==> src/rtl/dmem_pkg.sv <==
// dmem_pkg: shared types and address decode for the dmem_lat data memory
//   state_t     - INIT (post-reset clear) / RUN (accepting requests)
//   dec_t       - decode result {err, idx}
//   dmem_decode - splits a byte offset into word index plus misaligned/out-of-range error
package dmem_pkg;

    typedef enum logic {INIT, RUN} state_t;

    typedef struct packed {
        logic        err;
        logic [63:0] idx;
    } dec_t;

    // off is the already-rebased byte offset; any nonzero low bit is misaligned,
    // and an index past the array (including wrapped sub-base addresses) is out of range.
    function automatic dec_t dmem_decode(input logic [63:0] off, input int off_w, input int depth);
        dec_t d;
        d.idx = off >> off_w;
        d.err = ((off & ((64'd1 << off_w) - 64'd1)) != 64'd0) || (d.idx >= 64'(depth));
        return d;
    endfunction

endpackage

==> src/rtl/dmem_if.sv <==
// dmem_if: load/store port between the core (master) and dmem_lat (slave)
//   i_req/i_wen/i_addr/i_be/i_wdata - request from the core
//   o_ready/o_rvalid/o_rdata/o_err  - acceptance and in-order responses from the memory
interface dmem_if #(
    parameter int DATA_W = 32,
    parameter int ADDR_W = 32
);
    logic                  i_req;
    logic                  i_wen;
    logic [ADDR_W-1:0]     i_addr;
    logic [DATA_W/8-1:0]   i_be;
    logic [DATA_W-1:0]     i_wdata;
    logic                  o_ready;
    logic                  o_rvalid;
    logic [DATA_W-1:0]     o_rdata;
    logic                  o_err;

    modport master (
        output i_req, i_wen, i_addr, i_be, i_wdata,
        input  o_ready, o_rvalid, o_rdata, o_err
    );

    modport slave (
        input  i_req, i_wen, i_addr, i_be, i_wdata,
        output o_ready, o_rvalid, o_rdata, o_err
    );
endinterface

==> src/rtl/dmem_rd_pipe.sv <==
// dmem_rd_pipe: response delay line of STAGES registers carrying {valid, err, data}
//   i_clk, i_rst_n          - clock, async active-low clear of every stage
//   i_valid/i_err/i_data    - response entering stage 0 (stage 0 samples the array read)
//   o_valid/o_err/o_data    - response leaving the last stage
module dmem_rd_pipe #(
    parameter int DATA_W = 32,
    parameter int STAGES = 2
) (
    input  logic              i_clk,
    input  logic              i_rst_n,
    input  logic              i_valid,
    input  logic              i_err,
    input  logic [DATA_W-1:0] i_data,
    output logic              o_valid,
    output logic              o_err,
    output logic [DATA_W-1:0] o_data
);

    logic              r_v [STAGES];
    logic              r_e [STAGES];
    logic [DATA_W-1:0] r_d [STAGES];

    always_ff @(posedge i_clk or negedge i_rst_n) begin
        if (!i_rst_n) begin
            for (int s = 0; s < STAGES; s++) begin
                r_v[s] <= 1'b0;
                r_e[s] <= 1'b0;
                r_d[s] <= '0;
            end
        end else begin
            r_v[0] <= i_valid;
            r_e[0] <= i_err;
            r_d[0] <= i_data;
            for (int s = 1; s < STAGES; s++) begin
                r_v[s] <= r_v[s-1];
                r_e[s] <= r_e[s-1];
                r_d[s] <= r_d[s-1];
            end
        end
    end

    assign o_valid = r_v[STAGES-1];
    assign o_err   = r_e[STAGES-1];
    assign o_data  = r_d[STAGES-1];

endmodule

==> src/rtl/dmem_lat.sv <==
// dmem_lat: byte-enable data memory with base-address window, RD_LAT-cycle pipelined reads
//   i_clk, i_rst_n - clock, asynchronous active-low reset
//   bus (slave)    - request in (req/wen/addr/be/wdata), ready + in-order response out
// Supported: 8 <= DATA_W (multiple of 8), ADDR_W <= 64, DEPTH power of two >= 2, RD_LAT 1..4.
module dmem_lat
    import dmem_pkg::*;
#(
    parameter int              DATA_W     = 32,
    parameter int              ADDR_W     = 32,
    parameter int              DEPTH      = 64,
    parameter int              RD_LAT     = 2,
    parameter logic [ADDR_W-1:0] BASE_ADDR = '0,
    parameter bit              INIT_CLEAR = 1'b1
) (
    input  logic  i_clk,
    input  logic  i_rst_n,
    dmem_if.slave bus
);

    localparam int BYTES = DATA_W / 8;
    localparam int OFF_W = $clog2(BYTES);
    localparam int IDX_W = $clog2(DEPTH);

    logic [DATA_W-1:0] r_mem [DEPTH];
    state_t            r_state;
    logic [IDX_W-1:0]  r_clr;
    logic              r_ready;

    logic [ADDR_W-1:0] w_off;
    dec_t              w_dec;
    logic [IDX_W-1:0]  w_idx;
    logic              w_err;
    logic              w_acc;
    logic              w_rd;
    logic [DATA_W-1:0] w_rdata;
    logic              w_unused;

    // Unsigned wrap makes addresses below BASE_ADDR land far out of range.
    assign w_off    = bus.i_addr - BASE_ADDR;
    assign w_dec    = dmem_decode(64'(w_off), OFF_W, DEPTH);
    assign w_idx    = w_dec.idx[IDX_W-1:0];
    assign w_err    = w_dec.err;
    assign w_unused = ^w_dec.idx[63:IDX_W];

    // Reset gating keeps a held-in-reset INIT_CLEAR=0 instance from writing the array.
    assign w_acc   = bus.i_req & r_ready & i_rst_n;
    assign w_rd    = w_acc & ~bus.i_wen;
    assign w_rdata = (w_rd & ~w_err) ? r_mem[w_idx] : '0;

    always_ff @(posedge i_clk or negedge i_rst_n) begin
        if (!i_rst_n) begin
            r_state <= INIT_CLEAR ? INIT : RUN;
            r_ready <= !INIT_CLEAR;
            r_clr   <= '0;
        end else if (r_state == INIT) begin
            r_clr <= r_clr + 1'b1;
            if (r_clr == IDX_W'(DEPTH - 1)) begin
                r_state <= RUN;
                r_ready <= 1'b1;
            end
        end
    end

    // Array has no reset; INIT sweeps one word per cycle through the only write port.
    always_ff @(posedge i_clk) begin
        if (r_state == INIT)
            r_mem[r_clr] <= '0;
        else if (w_acc && bus.i_wen && !w_err)
            for (int b = 0; b < BYTES; b++)
                if (bus.i_be[b])
                    r_mem[w_idx][8*b +: 8] <= bus.i_wdata[8*b +: 8];
    end

    // Errored writes travel the same pipe with valid low so o_err lines up with read timing.
    dmem_rd_pipe #(
        .DATA_W (DATA_W),
        .STAGES (RD_LAT)
    ) u_pipe (
        .i_clk   (i_clk),
        .i_rst_n (i_rst_n),
        .i_valid (w_rd),
        .i_err   (w_acc & w_err),
        .i_data  (w_rdata),
        .o_valid (bus.o_rvalid),
        .o_err   (bus.o_err),
        .o_data  (bus.o_rdata)
    );

    assign bus.o_ready = r_ready;

endmodule

==> src/flat_wrapper.sv <==
// flat-port wrapper written by rule: the top's interface ports become plain ports
module dmem_lat_flat import dmem_pkg::*;
#(
    parameter int              DATA_W     = 32,
    parameter int              ADDR_W     = 32,
    parameter int              DEPTH      = 64,
    parameter int              RD_LAT     = 2,
    parameter logic [ADDR_W-1:0] BASE_ADDR = '0,
    parameter bit              INIT_CLEAR = 1'b1
)
  (i_clk, i_rst_n, bus_i_req, bus_i_wen, bus_i_addr, bus_i_be, bus_i_wdata, bus_o_ready, bus_o_rvalid, bus_o_rdata, bus_o_err);
  dmem_if #(.DATA_W(DATA_W), .ADDR_W(ADDR_W)) bus_i ();
  input  logic i_clk;
  input  logic i_rst_n;
  input wire logic [$bits(bus_i.i_req)-1:0] bus_i_req;
  input wire logic [$bits(bus_i.i_wen)-1:0] bus_i_wen;
  input wire logic [$bits(bus_i.i_addr)-1:0] bus_i_addr;
  input wire logic [$bits(bus_i.i_be)-1:0] bus_i_be;
  input wire logic [$bits(bus_i.i_wdata)-1:0] bus_i_wdata;
  output wire logic [$bits(bus_i.o_ready)-1:0] bus_o_ready;
  output wire logic [$bits(bus_i.o_rvalid)-1:0] bus_o_rvalid;
  output wire logic [$bits(bus_i.o_rdata)-1:0] bus_o_rdata;
  output wire logic [$bits(bus_i.o_err)-1:0] bus_o_err;
  assign bus_i.i_req = bus_i_req;
  assign bus_i.i_wen = bus_i_wen;
  assign bus_i.i_addr = bus_i_addr;
  assign bus_i.i_be = bus_i_be;
  assign bus_i.i_wdata = bus_i_wdata;
  assign bus_o_ready = bus_i.o_ready;
  assign bus_o_rvalid = bus_i.o_rvalid;
  assign bus_o_rdata = bus_i.o_rdata;
  assign bus_o_err = bus_i.o_err;
  dmem_lat #(.DATA_W(DATA_W), .ADDR_W(ADDR_W), .DEPTH(DEPTH), .RD_LAT(RD_LAT), .BASE_ADDR(BASE_ADDR), .INIT_CLEAR(INIT_CLEAR)) u_core (.i_clk(i_clk), .i_rst_n(i_rst_n), .bus(bus_i));
endmodule
==> config.mk <==
export PLATFORM = sky130hd
export DESIGN_NAME = dmem_lat_flat
export DESIGN_NICKNAME = d
export VERILOG_FILES = /design/src/rtl/dmem_pkg.sv /design/src/rtl/dmem_if.sv /design/src/rtl/dmem_rd_pipe.sv /design/src/rtl/dmem_lat.sv /design/src/flat_wrapper.sv
export SDC_FILE = /design/constraint.sdc
export NUM_CORES = 2
export LEC_CHECK = 0
export BUFFER_PORTS_ARGS = -buffer_cell sky130_fd_sc_hd__clkbuf_2
export CAP_MARGIN = 30
export CORE_MARGIN = 10
export CORE_UTILIZATION = 55
export CTS_CLUSTER_DIAMETER = 200
export CTS_CLUSTER_SIZE = 10
export DETAILED_ROUTE_END_ITERATION = 6
export GPL_TIMING_DRIVEN = 0
export PLACE_DENSITY = 0.71
export REMOVE_ABC_BUFFERS = 1
export SLEW_MARGIN = 30
export SYNTH_ARGS = -nofsm -noshare
export SYNTH_HDL_FRONTEND = slang
export SYNTH_SLANG_ARGS = --single-unit
==> constraint.sdc <==
create_clock -name i_clk -period 4.8 [get_ports i_clk]
set_clock_uncertainty 0.2 [all_clocks]
set_input_delay 0.48 -clock i_clk [delete_from_list [all_inputs] [get_ports i_clk]]
set_output_delay 0.48 -clock i_clk [all_outputs]
set_load 0.005 [all_outputs]
Word-level counts from Yosys, hierarchy flattened:

Memories as Yosys holds them, arrays and structs flattened.
Index checks and enable logic that the tools add are counted.

* $add $sub $neg: 1
* order comparisons: 1
* eq/ne operators: 1
* multiplexer cells: 23
* bitwise operators: 8
* reductions and logical operators: 7

Operators with widths (number)
* 2-to-1 mux 32 bit: 2
* nonzero test 64 bit: 1
* OR reduction 32 bit: 1
* greater-or-equal comparator 30 x 7 -> 1 bit (second input constant): 1
* 2-to-1 mux 1 bit: 19
* adder 6 x 1 -> 6 bit (second input constant): 1
* == test 6 bit (second input constant): 1
* 2-to-1 mux 6 bit: 1
* bitwise AND 1 bit: 5
* 2-to-1 mux 4 bit: 1
* NOT 1 bit: 3
* logical AND 1 bit: 2
* AND reduction 2 bit: 1
* logical NOT 1 bit: 1
* logical OR 1 bit: 1

* register bits: 76
* memory bits (writable): 2048
* input bits: 72
* output and inout bits: 35
* logic and storage cells: 51
* memories: 1

Memories
* u_core.r_mem: depth 64, width 32, rd ports 1, clocked after Yosys merged registers in 0, write ports 1, line dmem_lat.sv:24 `logic [DATA_W-1:0] r_mem [DEPTH];`

Depth between registers and ports, before layout:

* depth after elaboration: 9
* depth in mapped cells: 11
* gate-level depth less buffers: 5

By module:

Synthesis repeated with hierarchy kept, for this count alone.

* cells, all modules: 3880
* area total of the unflattened synthesis: 83042.1 um2

Modules (own cells, without submodules)
* dmem_lat: times used 1, cells each 3780, area each 81100.3 um2, sequential area each 61699.2 um2
* dmem_rd_pipe: times used 1, cells each 100, area each 1941.9 um2, sequential area each 1701.6 um2

Worst setup path before layout:

Ideal clock, no wire load.

* path type: input -> register
* start: input bus_i_addr[25]
* end: memory u_core.r_mem[15][0], enable pin
* setup time: 0.395 ns
* arrival: 3.106 ns
* required time: 4.205 ns
* path slack: 1.099 ns
* stages: 7
* buffers on the path: 2
* cells stage by stage: nor4_1 -> nand3_1 -> nor4_4 -> mux2_2 -> buf_2 -> buf_2 -> nor4_1

* cells in the longest elaborated chain, start to end: 9
* elaborated cells between the ends (all ways): 19
* those cells by class: order compare (1); mux (14); reduce/logical (4)

Ends and longest elaborated chain
* from (decl): line flat_wrapper.sv:17 `input wire logic [$bits(bus_i.i_addr)-1:0] bus_i_addr;`
* greater-or-equal comparator 30 x 7 -> 1 bit (*): line dmem_pkg.sv:19 `d.err = ((off & ((64'd1 << off_w) - 64'd1)) != 64'd0) || (d.idx >= 64'(depth));`
* logical OR 1 bit (*): line dmem_pkg.sv:19
* logical NOT 1 bit (*): line dmem_lat.sv:68 `else if (w_acc && bus.i_wen && !w_err)`
* logical AND 1 bit (*): line dmem_lat.sv:68
* 2-to-1 mux 1 bit: line dmem_lat.sv:68
* 2-to-1 mux 1 bit: line dmem_lat.sv:66 `if (r_state == INIT)`
* 2-to-1 mux 1 bit (implied by the code): line dmem_lat.sv:71 `r_mem[w_idx][8*b +: 8] <= bus.i_wdata[8*b +: 8];`
* OR reduction 32 bit (no line)
* 2-to-1 mux 6 bit (no line) / 2-to-1 mux 4 bit (equally long branches)
* to (decl): line dmem_lat.sv:24

Mark *: on every way between the ends. The rest lies on a longest branch, timed or not.

Worst setup path after layout:

* start: input bus_i_addr[31]
* end: memory u_core.r_mem[18][10], enable pin

The elaborated chain is that of the path after synthesis.

==> flow_metrics.tcl <==
set metrics [dict create \
    max-slew-margin-rel_pct 32.5 \
    totalWireLength_um 202000 \
    avgViaCountPerCell 6.61 \
    mappedNetlistArea_um2 82900 \
    min_path_type "input pin to flop" \
    drt_first_pass_iters 5 \
    numCtsBuffers 230 \
    place_congestion 0.772 \
    multi_input_area_um2 19600 \
    power_switching_mw 7.34 \
    arrival_ns 4.76 \
    grt_pass1_vias 42200 \
    cp-start-kind "input pin" \
    io_pins 107 \
    synth-seq-cells 2124 \
    grt_setup_unrepaired "false" \
    timing.rr.end "u_core.r_mem[18][10]" \
    antenna_found_initial 11 \
    drtAntennaViolNets 0 \
    avgSynthCellArea_um2 22.1 \
    route.detailed.drc 0 \
    status "complete, no violations" \
    switching_share_pct 20.1 \
    wl_per_cell_um 32.3 \
    clockBufferDepth 3 \
    fin_crit_sh_pct 91.7 \
    power.static_leakage_nw 25.8 \
    clk_latency_ns 0.85 \
    critical_path_class "input pin to flop" \
    hold_depth 3 \
    drt_iter0_markers 5004 \
    h-tree-depth 4 \
    slew_violations 0 \
    grt_max_degree 71 \
    hold_viol_final 0 \
    grt_pass1_wl_um 296000 \
    async_flop_share_pct 3.58 \
    hold_end "u_core.r_mem[61][28]" \
    cts_root_buf "clkbuf_16" \
    die_w_um 408 \
    synthFlopType "edfxtp_1" \
    tightestPinTransition_ns 1.01 \
    reg2reg_depth 10 \
    min_from "bus_i_wdata[28]" \
    fin_ws_ns 0.398 \
    synth_edf_count 2048 \
    hold_ws_ns 0.0579 \
    seq_area_um2 63400 \
    ys_seq_area_share_pct 76.5 \
    ir_worst_vdd_mv 0.336 \
    fill_cells 9464 \
    fin_nets 4154 \
    crit_required_ns 5.15 \
    area_delta_synth_final_pct 16.3 \
    synth_warnings 0 \
    vias 41300 \
    die-area_um2 167000 \
    start_util_pct 55.3 \
    rrSetupSlack_ns 0.62 \
    die_h_um 408 \
    seqPwrFrac_pct 54.7 \
    synth_cell_types 66 \
    cts.sinks 2124 \
    internal-power_mw 29.3 \
    fmax_mhz 227 \
    dp_hpwl_um 125000 \
    finalSetupViolCount 0 \
    final_layout_size_suffix_gt1_share_pct 36.4 \
    clkPwrFrac_pct 42.9 \
    rows 142 \
    track_usage_pct 24.2 \
    fin_tns_setup_ns 0 \
    path_clk_slew_ns 0.05 \
    total_power_mw 36.6 \
    maxCapViolations 0 \
    end_kind "flop" \
    path_max_fanout 12 \
    cts_tree "yes" \
    coreArea_um2 150000 \
    dpl_worst_slack_ns -0.746 \
    combPwrFrac_pct 2.4 \
    r2r-start "u_core.r_state" \
    syn_inst 3754 \
    powerDensity_nw_per_um2 380 \
    grt_overflow 0 \
    port_buffers 106 \
    post-route-min-period_ns 4.40 \
]
[critical path, stage by stage]
cell	delay (ns)
clkbuf_2	0.29
nor4_1	0.37
nand3_1	0.67
nor4_4	0.83
buf_6	0.24
a21boi_4	0.15
buf_16	0.23
buf_16	0.16
buf_8	0.17
buf_16	0.17
nor4_2	0.68
buf_4	0.27
[cell families (layout without fill, tap and decap cells)]
kind of cell / after synthesis / after routing / synth area share (%)
AO/OA/AOI/OAI: 154 / 154 / 1.42
XOR/XNOR: 5 / 5 / 0.0528
adder cells (fa/ha/maj): 1 / 1 / 0.0151
buffers and inverters: 313 / 788 / 1.99
flip-flops: 2124 / 2124 / 76.5
multiplexers: 688 / 688 / 16.9
other: 0 / 2 / 0
AND/OR/NAND/NOR: 469 / 469 / 3.08
[power groups by stage]
stage	clock network [mW]	logic [mW]	registers, mW
detailed placement	0	0.859	20.4
global route	16.6	0.929	20.0
global placement	0	1.11	20.4
floorplan	0	0.316	20.4
CTS	15.9	0.888	20.0
finish	15.7	0.883	20.0
[repair_timing]
action,4_1_cts,5_1_grt
hold endpoints to repair,189,0
resized for setup,1,0
setup buffers,0,2
pin swaps,1,1
hold buffers,18,0
endpoints found under the setup margin,149,487
gates cloned,0,0
[worst max-delay path by stage]
stage                            start                   end  slack [ns]  depth (start not counted)
detailed placement             i_rst_n   u_core.r_mem[9][24]       -0.75                         11
floorplan               bus_i_addr[25]   u_core.r_mem[10][0]       -3.01                          5
finish                  bus_i_addr[31]  u_core.r_mem[18][10]        0.40                         12
CTS                 u_core.bus.o_ready  u_core.r_mem[18][14]        0.05                         10
global placement         bus_i_addr[3]    u_core.r_mem[6][1]      -42.06                          3
global route            bus_i_addr[31]  u_core.r_mem[18][10]        0.18                         12
[registers in the layout, summed over array words and instances, names as in the netlist]
name,cells
u_core.bus.o_ready,1
u_core.r_clr,6
u_core.r_mem,2048
u_core.r_state,1
u_core.u_pipe.o_data,32
u_core.u_pipe.o_err,1
u_core.u_pipe.o_valid,1
u_core.u_pipe.r_d,32
u_core.u_pipe.r_e,1
u_core.u_pipe.r_v,1
[cell usage in the layout, fill, tap and decap left out, types with 5 or more instances in the layout]
cell type / instances
a21boi_4: 5
a21oi_1: 9
a221oi_1: 32
a22oi_1: 15
a31oi_1: 11
and2_4: 32
and3_1: 12
buf_12: 11
buf_16: 65
buf_2: 94
buf_4: 71
buf_8: 38
clkbuf_1: 134
clkbuf_16: 232
clkbuf_2: 100
clkbuf_8: 5
clkinv_8: 5
dfrtp_1: 76
dlygate4sd3_1: 11
edfxtp_1: 2048
inv_1: 7
mux2i_1: 105
mux2i_4: 8
mux4_2: 570
nand2_1: 54
nand2b_1: 6
nand3_1: 12
nor2_1: 44
nor2b_1: 6
nor3_2: 129
nor4_1: 8
nor4_2: 131
o211ai_1: 8
o21ai_0: 13
o22ai_1: 20
o41ai_1: 5
[metrics by stage]
| stage | std cells | area, um^2 | util (%) |
|---|---|---|---|
| after CTS | 6243 | 96400 | 64.3 |
| after floorplan | 3451 | 81300 | - |
| after detailed placement | 5845 | 89500 | 59.8 |
| after global placement | 5573 | 84300 | 56.3 |
| final | 6247 | 96400 | 64.4 |
| after global routing | 6245 | 96400 | 64.3 |
[final cells by class]
cell class                      instances  area share, %
Antenna cell                            2        0.00519
Sequential cell                      2124           65.8
Clock buffer                          366           6.55
Tap cell                             2016           2.62
Multi-Input combinational cell       1317           20.3
Timing Repair Buffer                  398           4.45
Inverter                               10         0.0493
Clock inverter                         14          0.234
[per-layer routing]
| metal | track usage (%) | up-vias | wire, um |
|---|---|---|---|
| met3 | 6.89 | 378 | 23000 |
| li1 | - | 16600 | - |
| met4 | 7.26 | 14 | 6120 |
| met1 | 33.7 | 21900 | 76000 |
| met5 | 0 | - | 91 |
| met2 | 37.6 | 2411 | 96600 |
[cells in the mapped netlist (all sizes together) (5+ instances only)]
cell type     n  share of area [%]
nor2         47               0.21
clkbuf      137               0.62
nor3        133               0.80
o41ai         7              0.092
inv          10              0.045
a21oi         9              0.054
and3         12              0.091
mux4        570                 15
a21boi        5              0.045
a31oi        12              0.098
nor2b         8              0.060
nand4         5              0.053
mux2          5              0.068
o211ai        8              0.072
nand2b        7              0.053
a221oi       32               0.34
a22oi        15               0.14
and2         37               0.28
buf         166                1.3
mux2i       113                1.4
nor4        140                1.1
o21ai        13              0.079
nand3        13              0.079
o22ai        20               0.15
dfrtp        76                2.3
nand2        57               0.26
edfxtp     2048                 74
Note: power is estimated with default switching activity, not from simulation.
